==> src/rtl/btn_cond_pkg.sv <==
// Shared constants, debounce counter sizing and the debounce debug state for btn_conditioner.
package btn_cond_pkg;

  localparam int SYNC_STAGES = 2;

  typedef enum logic {
    STABLE   = 1'b0,
    COUNTING = 1'b1
  } db_state_t;

  // Counter must hold DB_CYCLES-1; a width of at least 1 keeps DB_CYCLES = 1 legal.
  function automatic int db_cnt_w(input int db_cycles);
    return (db_cycles < 1) ? 1 : $clog2(db_cycles + 1);
  endfunction

endpackage

==> src/rtl/debounce_cell.sv <==
// One-bit input conditioner: 2-flop synchroniser, stability counter, debounced level and edge pulses.
module debounce_cell
  import btn_cond_pkg::*;
#(
  parameter int DB_CYCLES = 250000
) (
  input  logic      clk,
  input  logic      reset_n,
  input  logic      raw,
  output logic      level,
  output logic      rise,
  output logic      fall,
  output db_state_t state
);

  localparam int              CNT_W   = db_cnt_w(DB_CYCLES);
  localparam logic [CNT_W-1:0] CNT_MAX = CNT_W'(DB_CYCLES - 1);

  logic [SYNC_STAGES-1:0] sync;
  logic                   s2;
  logic [CNT_W-1:0]       cnt;

  assign s2    = sync[SYNC_STAGES-1];
  assign state = (s2 != level) ? COUNTING : STABLE;

  // Any sample agreeing with the current level discards the partial count.
  always_ff @(posedge clk or negedge reset_n) begin
    if (!reset_n) begin
      sync  <= '0;
      cnt   <= '0;
      level <= 1'b0;
      rise  <= 1'b0;
      fall  <= 1'b0;
    end else begin
      sync <= {sync[SYNC_STAGES-2:0], raw};
      rise <= 1'b0;
      fall <= 1'b0;
      if (s2 == level) begin
        cnt <= '0;
      end else if (cnt == CNT_MAX) begin
        cnt   <= '0;
        level <= s2;
        rise  <= s2;
        fall  <= ~s2;
      end else begin
        cnt <= cnt + CNT_W'(1);
      end
    end
  end

  a_rise_fall_excl: assert property (@(posedge clk) disable iff (!reset_n) !(rise && fall));

endmodule

==> src/rtl/btn_conditioner.sv <==
// Pad front end: synchronises and debounces the buttons, conditions the switch bus.
// Define SW_DEBOUNCE_EN to debounce the switches as well; otherwise they are only synchronised.
module btn_conditioner
  import btn_cond_pkg::*;
#(
  parameter int N_BTN     = 2,
  parameter int SW_W      = 4,
  parameter int DB_CYCLES = 250000
) (
  input  logic             clk,
  input  logic             reset_n,
  input  logic [N_BTN-1:0] btn_raw,
  input  logic [SW_W-1:0]  sw_raw,
  output logic [N_BTN-1:0] btn_level,
  output logic [N_BTN-1:0] btn_rise,
  output logic [N_BTN-1:0] btn_fall,
  output logic [SW_W-1:0]  sw_out
);

  db_state_t btn_state [N_BTN];

  for (genvar i = 0; i < N_BTN; i++) begin : g_btn
    debounce_cell #(.DB_CYCLES(DB_CYCLES)) u_cell (
      .clk     (clk),
      .reset_n (reset_n),
      .raw     (btn_raw[i]),
      .level   (btn_level[i]),
      .rise    (btn_rise[i]),
      .fall    (btn_fall[i]),
      .state   (btn_state[i])
    );

    a_rise_after_count: assert property (@(posedge clk) disable iff (!reset_n)
      btn_rise[i] |-> $past(btn_state[i]) == COUNTING);
  end

`ifdef SW_DEBOUNCE_EN
  logic [SW_W-1:0] sw_rise;
  logic [SW_W-1:0] sw_fall;
  db_state_t       sw_state [SW_W];

  // Switch edge pulses stay internal; they only feed the sanity checks below.
  for (genvar j = 0; j < SW_W; j++) begin : g_sw
    debounce_cell #(.DB_CYCLES(DB_CYCLES)) u_cell (
      .clk     (clk),
      .reset_n (reset_n),
      .raw     (sw_raw[j]),
      .level   (sw_out[j]),
      .rise    (sw_rise[j]),
      .fall    (sw_fall[j]),
      .state   (sw_state[j])
    );

    a_sw_edge_excl: assert property (@(posedge clk) disable iff (!reset_n)
      !(sw_rise[j] && sw_fall[j]));
    a_sw_change_after_count: assert property (@(posedge clk) disable iff (!reset_n)
      (sw_rise[j] || sw_fall[j]) |-> $past(sw_state[j]) == COUNTING);
  end
`else
  logic [SW_W-1:0] sw_sync [SYNC_STAGES];

  for (genvar k = 0; k < SYNC_STAGES; k++) begin : g_sw_sync
    always_ff @(posedge clk or negedge reset_n) begin
      if (!reset_n) begin
        sw_sync[k] <= '0;
      end else if (k == 0) begin
        sw_sync[k] <= sw_raw;
      end else begin
        sw_sync[k] <= sw_sync[(k == 0) ? 0 : k-1];
      end
    end
  end

  assign sw_out = sw_sync[SYNC_STAGES-1];
`endif

endmodule
==> config.mk <==
export PLATFORM = sky130hd
export DESIGN_NAME = btn_conditioner
export DESIGN_NICKNAME = d
export VERILOG_FILES = /design/src/rtl/btn_cond_pkg.sv /design/src/rtl/debounce_cell.sv /design/src/rtl/btn_conditioner.sv
export SDC_FILE = /design/constraint.sdc
export NUM_CORES = 1
export LEC_CHECK = 0
export CAP_MARGIN = 20
export CORE_MARGIN = 4
export CORE_UTILIZATION = 35
export CTS_CLUSTER_SIZE = 14
export DETAILED_ROUTE_END_ITERATION = 7
export GPL_TIMING_DRIVEN = 1
export PLACE_DENSITY_LB_ADDON = 0.08
export SYNTH_ARGS = -nofsm -noshare
export SYNTH_HDL_FRONTEND = slang
export SYNTH_HIERARCHICAL = 1
export SYNTH_SLANG_ARGS = --single-unit
==> constraint.sdc <==
create_clock -name clk -period 1.67 [get_ports clk]
set_clock_uncertainty 0.05 [all_clocks]
set_input_delay 0.501 -clock clk [delete_from_list [all_inputs] [get_ports clk]]
set_output_delay 0.501 -clock clk [all_outputs]
set_load 0.01 [all_outputs]
# Word-level counts from Yosys, hierarchy flattened
# Index checks and enable logic that the tools add are counted.
# word_totals
word_cells	36
register_bits	54
out_inout_bits	10
inputBits	8
# classes
add_sub_neg	2
muxes	12
n_eq_ne	4
reduce_logical	2
n_bitwise	4
# ops
cell	n
$mux W18	4
$add A18 B1 Y18 const B	2
$eq A18 B18 Y1 const B	2
$mux W1	8
$not A1 Y1	4
$reduce_and A2 Y1	2
$eq A1 B1 Y1	2

# Longest topological paths before layout
# logic_depth
word_depth	3
ltp_mapped	5
depth_no_buf	5

# Hierarchy
# Netlist, hierarchy kept.
# by_module_without_submodules
mod	area_each_um2	instances	seq_area_each_um2	cells_each
debounce_cell	1107.3	2	575.6	99
btn_conditioner	230.2	1	200.2	12

# Worst setup path after synthesis
# Ideal clock, no wire load.
# synth_path
path_kind	flip-flop to flip-flop
from	register g_btn[0].u_cell.cnt[13]
to	register g_btn[0].u_cell.level
path_buffers	0
path_slack_ns	-0.181
setup_time_ns	0.125
period_less_slack_ns	1.851
required_time_ns	1.495
arrival_ns	1.676
stages_incl_launch_ff	5
path_cell_list	dfrtp_1 -> nor4b_2 -> nand2_1 -> or4_4 -> mux2_4
# synth_between
elab_chain_len	2
# synth_lines
element	line_no	rtl
start: declaration	debounce_cell.sv:21	logic [CNT_W-1:0] cnt;
start signal: assignment	debounce_cell.sv:46	cnt <= cnt + CNT_W'(1);
$eq A18 B18 Y1	debounce_cell.sv:40	end else if (cnt == CNT_MAX) begin
$reduce_and A2 Y1 (no line)	-	
end signal: assignment	debounce_cell.sv:31	level <= 1'b0;
end signal: assignment	debounce_cell.sv:42	level <= s2;
end: declaration	debounce_cell.sv:10	output logic level,
# Every way passes these cells.
# A chain may end at the register's enable or synchronous reset.

# Worst setup path in the final report
# layout_path
from	register g_btn[1].u_cell.cnt[8]
to	register g_btn[1].u_cell.level
# layout_between
elab_chain_len	2
# layout_lines
element	line_no
start: declaration	debounce_cell.sv:21
start signal: assignment	debounce_cell.sv:46
$eq A18 B18 Y1	debounce_cell.sv:40
$reduce_and A2 Y1 (no line)	-
end signal: assignment	debounce_cell.sv:31
end signal: assignment	debounce_cell.sv:42
end: declaration	debounce_cell.sv:10
# Every way passes these cells.

==> flow_summary.ini <==
[timing]
hold_viol = 0
tightest_slew_ns = 0.3916
setup_violations = 25
max_freq_ghz = 0.5368
rsz0062_at_grt = true
worst_slew_margin_rel = 0.7380
fin_ws_ns = -0.1929
drv_slew = 0
fin_crit_sh = 1.115
final.min_clock_period_ns = 1.863

[global_route]
grt_antenna_before_repair = 0
grt_pass1_vias = 1803
overflow = 0
track_usage = 0.1316
grt_max_degree = 40
grt_pass1_wl_um = 8776

[critical_path]
worstPathArrival_ns = 2.01
critPathMaxFanout = 4
path_cells = nor4_4 -> nand2_2 -> or4_4 -> mux2_4
critPathMaxStageDelay_ns = 0.53
cp-start-kind = register
critPathSlowestCell = or4_4
endpoint_kind = register
worstPathRequired_ns = 1.82
worstSetupPathType = reg -> reg

[drt]
drc = 0
ant_nets = 0
via_per_inst = 4.617
drtIter0Drc = 47
post_drt_wl_per_cell_um = 13.74
wl_um = 5305
first_pass_iters = 4
vias = 1782

[logic_synthesis]
ys_warn_count = 6
ys_seq_area_frac = 0.5527
avgSynthCellArea_sq_um = 11.64
synth_top_area_cell = dfrtp_1
netlist_area_sq_um = 2445
synth_edf_count = 0
ys_ff_latch = 54
synth_cell_type_count = 30
syn_nets = 220
synth_area_leaders = dfrtp_1, xor2_1, nor2_1, xnor2_1, nand3_1
synth_ff_type = dfrtp_1
ys_async_sr_fraction = 1.000
yosysMostFrequentCell = dfrtp_1
synth_top_area_frac = 0.5527
yosys-top-cells-count = dfrtp_1, nor2_1, xor2_1
syn_inst = 210

[cells_and_area]
final_util = 0.5249
final_nets = 299
antenna_cells = 0
final_layout_size_suffix_gt1_frac = 0.4103
synthToLayoutAreaGrowth_pct = 45.85
fillCellCount = 618

[cts]
cts_tree = done
cts_hold_buf = 0
cts.htree.levels = 2
cts.root.buffer_cell = clkbuf_8
cts_sinks = 54
clk_pin_slew_worst_paths_ns = 0.10
cts_buffer_depth = 2
cts_buffers = 5
worstSkewPairLatency_ns = 0.30

[pwr]
p_leak_nw = 1.556
powerDensity_nw_per_um2 = 723.2
ir_drop_mv = 0.3772

[place]
finalWeightedCongestion = 0.8230
io_buffer_count = 17
post-place-ws_ns = -0.2060
post-dp-hpwl_um = 3639

[run]
max_cap_violations = 0

[outcome]
violations = negative setup slack
outcome = complete, but fails checks

[floorplanning]
die_x_um = 91.58
core_sq_um = 6794
rows = 30
io_pins = 18
die_area_sq_um = 8386
die_y_um = 91.58
initial_utilization = 0.3599

[min_path]
hp-class = in -> async
-- cell families (layout without fill, tap and decap cells) --
| logic type | count (synthesis) | in the layout | synth area share |
|---|---|---|---|
| simple gates | 106 | 106 | 0.2569 |
| flops | 54 | 54 | 0.5527 |
| xor+xnor | 30 | 30 | 0.1075 |
| compound gates | 10 | 10 | 0.04401 |
| buf+inv | 6 | 86 | 0.01638 |
| fa+ha+maj | 2 | 2 | 0.01023 |
| mux | 2 | 2 | 0.01228 |
-- stage by stage --
step                instance area, sq um  setup TNS, ns  instances  power [mW]  hold WS (ns)
finish                              3566         -3.164        386       2.579        0.1166
CTS                                 3322        -0.5429        381       2.583        0.1146
floorplan                           2445        -0.3747        210       1.421        0.1554
global route                        3566         -5.024        386       2.684        0.1219
detailed placement                  3113        -0.7646        370       1.511        0.2873
global placement                    3113        -0.6511        370       1.510        0.2823
-- timing repair --
| item | in CTS | in global routing |
|---|---|---|
| cloned | 0 | 1 |
| setup buffers | 3 | 4 |
| setup endpoints to repair | 36 | 40 |
| pin swaps | 11 | 22 |
| resized for setup | 20 | 48 |
-- metal layers --
metal  GRT usage  routed length, um  share of wire  vias up
li1            -                  -              -      908
met1      0.1710               2556           0.48      844
met2      0.2118               2521           0.48       22
met3     0.03397                147          0.028        8
met4     0.04523                 80          0.015        0
met5           0                  0              0        -
-- critical path: cells and delay by family (launching register included) --
kind / cells / cell delay [ns]
simple gates: 3 / 0.98
flops: 1 / 0.42
mux: 1 / 0.31
-- where the power goes --
part | total [mW] | leakage, nW | internal [mW] | switching (mW)
logic | 0.164 | 0.763 | 0.0787 | 0.0854
registers | 1.35 | 0.722 | 1.33 | 0.0160
clock network | 1.07 | 0.0714 | 0.639 | 0.427
total | 2.58 | 1.56 | 2.05 | 0.528
-- cell type report --
| type | count | area (sq um) | share of cell area |
|---|---|---|---|
| clock buffers | 6 | 82.58 | 0.02316 |
| clock inverters | 2 | 60.06 | 0.01684 |
| multi-input cells | 150 | 1269 | 0.3558 |
| flip-flops and latches | 54 | 1351 | 0.3789 |
| well taps | 96 | 120.1 | 0.03368 |
| repair buffers | 78 | 683.2 | 0.1916 |
-- state kept, by name, indices dropped and copies added, names as in the netlist --
name / cells
g_btn.u_cell/cnt: 36
sw_out: 4
sw_sync: 4
g_btn.u_cell/rise: 2
g_btn.u_cell/fall: 2
g_btn.u_cell/level: 2
g_btn.u_cell/sync: 4
-- final timing paths --
kind / start / endpoint / slack (ns) / cells past startpoint
max in group asynchronous: reset_n / g_btn[0].u_cell/cnt[1] / 1.26 / 2
setup reg to reg: g_btn[1].u_cell/cnt[8] / g_btn[1].u_cell/level / -0.19 / 4
hold reg to reg: g_btn[0].u_cell/sync[0] / g_btn[0].u_cell/sync[1] / 0.31 / 0
hold / removal: reset_n / g_btn[1].u_cell/cnt[12] / 0.12 / 2
setup / recovery: g_btn[1].u_cell/cnt[8] / g_btn[1].u_cell/level / -0.19 / 4
min in group clk: g_btn[0].u_cell/sync[0] / g_btn[0].u_cell/sync[1] / 0.31 / 0
-- cells in the final DEF, fill, tap and decap left out, types with 3 or more instances in the layout --
cell type / synthesis / final
nand2_1: 12 / 11
nand3_1: 14 / 13
and4_1: 4 / 4
buf_4: 4 / 50
clkdlybuf4s50_1: 0 / 6
dlygate4sd2_1: 0 / 10
clkbuf_8: 0 / 6
nor3b_2: 0 / 4
nor2_4: 0 / 16
nor3_1: 4 / 4
xnor2_1: 12 / 12
dfrtp_1: 54 / 54
nor2_1: 30 / 13
xor2_1: 18 / 18
or4_4: 2 / 3
nand4_1: 10 / 10
buf_6: 0 / 8
a21oi_2: 2 / 3
nor4_1: 8 / 5
Note: power is estimated with default switching activity, not from simulation.
==> edit, RTL diff (same flow settings) <==
`DB_CYCLES` is set to 250000 in 2 places; all go to 125000.
--- a/src/rtl/debounce_cell.sv
+++ b/src/rtl/debounce_cell.sv
@@ -3,5 +3,5 @@
   import btn_cond_pkg::*;
 #(
-  parameter int DB_CYCLES = 250000
+  parameter int DB_CYCLES = 125000
 ) (
   input  logic      clk,
--- a/src/rtl/btn_conditioner.sv
+++ b/src/rtl/btn_conditioner.sv
@@ -6,5 +6,5 @@
   parameter int N_BTN     = 2,
   parameter int SW_W      = 4,
-  parameter int DB_CYCLES = 250000
+  parameter int DB_CYCLES = 125000
 ) (
   input  logic             clk,
Formal check against the unedited RTL: no difference found for any inputs over 10 cycles, from zero or initial values and one cycle with reset_n low; that may be too few to reach the edited logic, so the function may still have changed.
==> edit against the unedited design <==
  * Die area decreased by 6.1%
  * Critical path type unchanged
  * Area after synthesis is 6.7% lower
  * Wire length decreased by 13%
  * Power down 15%
  * The flow still finishes with violations (negative setup slack)
  * Critical path depth unchanged
  * Worst setup slack got worse by 200 ps
  * Highest routed layer unchanged
  * Sequential cell count down 2
  * Fmax decreased by 9.6%
  * Cell area down 13%
==> edit: results (changes against the unedited design) <==
metric;value;unit;change
initial antenna violation count;0;;unchanged
critical path data arrival time;2210;ps;+200 ps
DRT antenna net count;0;;unchanged
async set-reset flop share out of synthesis;100;%;unchanged
top cells by count, synth;52 x dfrtp_1, 32 x nor2_1, 22 x xnor2_1, 16 x nand3_1;;
# setup viols final;40;;+60%
share of layout cells above drive strength 1;34.7;%;-6.3 points
# diodes;0;;unchanged
failing checks;negative setup slack;;
placed standard-cell area;2870;um^2;-7.8%
HP Class;input port to async pin;;
Leak;0.00133;uW;-15%
number of global-route vias before repair;1764;;-2.2%
synth unique cells;28;;-6.7%
synthesis-to-finish area growth;35.9;%;
CTS Root Cell;clkbuf_8;;
R2R depth;4;;unchanged
H-tree levels;2;;unchanged
Detailed Place HPWL;3.29;mm;-9.5%
Worst Tran Pin Value;367;ps;-24.9 ps
reg2reg start;g_btn[0].u_cell/cnt[8];;
Yosys warnings;6;;unchanged
first-pass GRT wire length;8.19;mm;-6.7%
Clock Latency Late Sink;300;ps;about the same
Reg clk slew, reported paths;100;ps;about the same
r2r endpoint;g_btn[0].u_cell/level;;
DR iter-0 viols;44;;-6.4%
syn_nets;212;;-3.6%
Max VDD drop;0.354;mV;-6.2%
global-route usage over all layers;13.4;%;+0.21 points
Final WS setup;-390;ps;-197 ps
FILL cells;604;;-2.3%
Initial DRT Pass Iterations;4;;unchanged
critical path startpoint category;register;;
Post-Syn Instances;202;;-3.8%
critical path fanouts, max;3;;-1
largest register by flop count;g_btn.u_cell/cnt;;
run status;complete, but fails checks;;
Vias/cell;4.79;;+3.7%
largest cells by area after synthesis;dfrtp_1 57%, xnor2_1 8.4%, nor2_1 5.3%;;
input/output buffers;17;;unchanged
Num CTS Buffers;5;;unchanged
CTS max path bufs;2;;unchanged
fin nets;277;;-7.4%
largest net degree at the start of global routing;53;;+33%
GPL Wtd Cong;0.835;;+1.4%
Largest register FFs;34;;-5.6%
Seq/Total Area, Yosys;57.0;%;+1.7 points
drt wl/cell;13.4;um;-2.3%
Worst setup EP type;register;;
[edit: metrics by stage]
step                      setup TNS [ps]  hold WS (ps)  setup slack [ps]  std cells
after global routing              -14150           131              -437        345
after detailed placement          -11220           285              -387        331
after global placement            -10110           282              -354        331
after CTS                         -11500           121              -395        343
final                             -11620           120              -390        345
after floorplan                    -9280           155              -350        202
[edit: final cells by class]
| cell class | count | area share, % |
|---|---|---|
| multi-input combinational | 138 | 33.2 |
| inverter | 4 | 0.484 |
| timing repair buffer | 66 | 18.2 |
| sequential | 52 | 42.0 |
| tap | 77 | 3.11 |
| clock buffer | 5 | 2.22 |
| clock inverter | 3 | 0.807 |
[edit: cell families (layout without fill, tap and decap cells)]
kind of cell               count (synthesis)  in the layout  synth area share, %
DFF                                       52             52                 57.0
buffers and inverters                     12             78                 2.96
adders and majority gates                  2              2                 1.10
and+or+nand+nor                           98             98                 24.1
AOI/OAI and AO/OA                          6              6                 1.97
muxes                                      2              2                 1.32
xor gates and xnor gates                  30             30                 11.5
[edit: where the power goes]
group	switching, uW	internal [uW]
combinational	73.1	73.2
sequential	16.9	1280
clock	432	306
total	522	1660
[edit: critical path, cell delays in order (launching register included)]
cell and delay (ps):
dfrtp_1 380, or4b_1 510, or4_4 440, or2_4 280, mux2_4 300
[edit: what timing repair did]
action / in CTS / in global routing
endpoints found under the setup margin: 50 / 40
pin swaps: 12 / 7
gates resized for setup: 34 / 6
hold buffers: 0 / 0
buffers inserted: 3 / 2
gates cloned: 1 / 0
[edit: per-layer routing]
layer  wire [um]  global-route usage, %
met1        2160                   17.5
met2        2320                   22.1
met3         116                   3.35
met4          31                   3.30
met5           0                      0
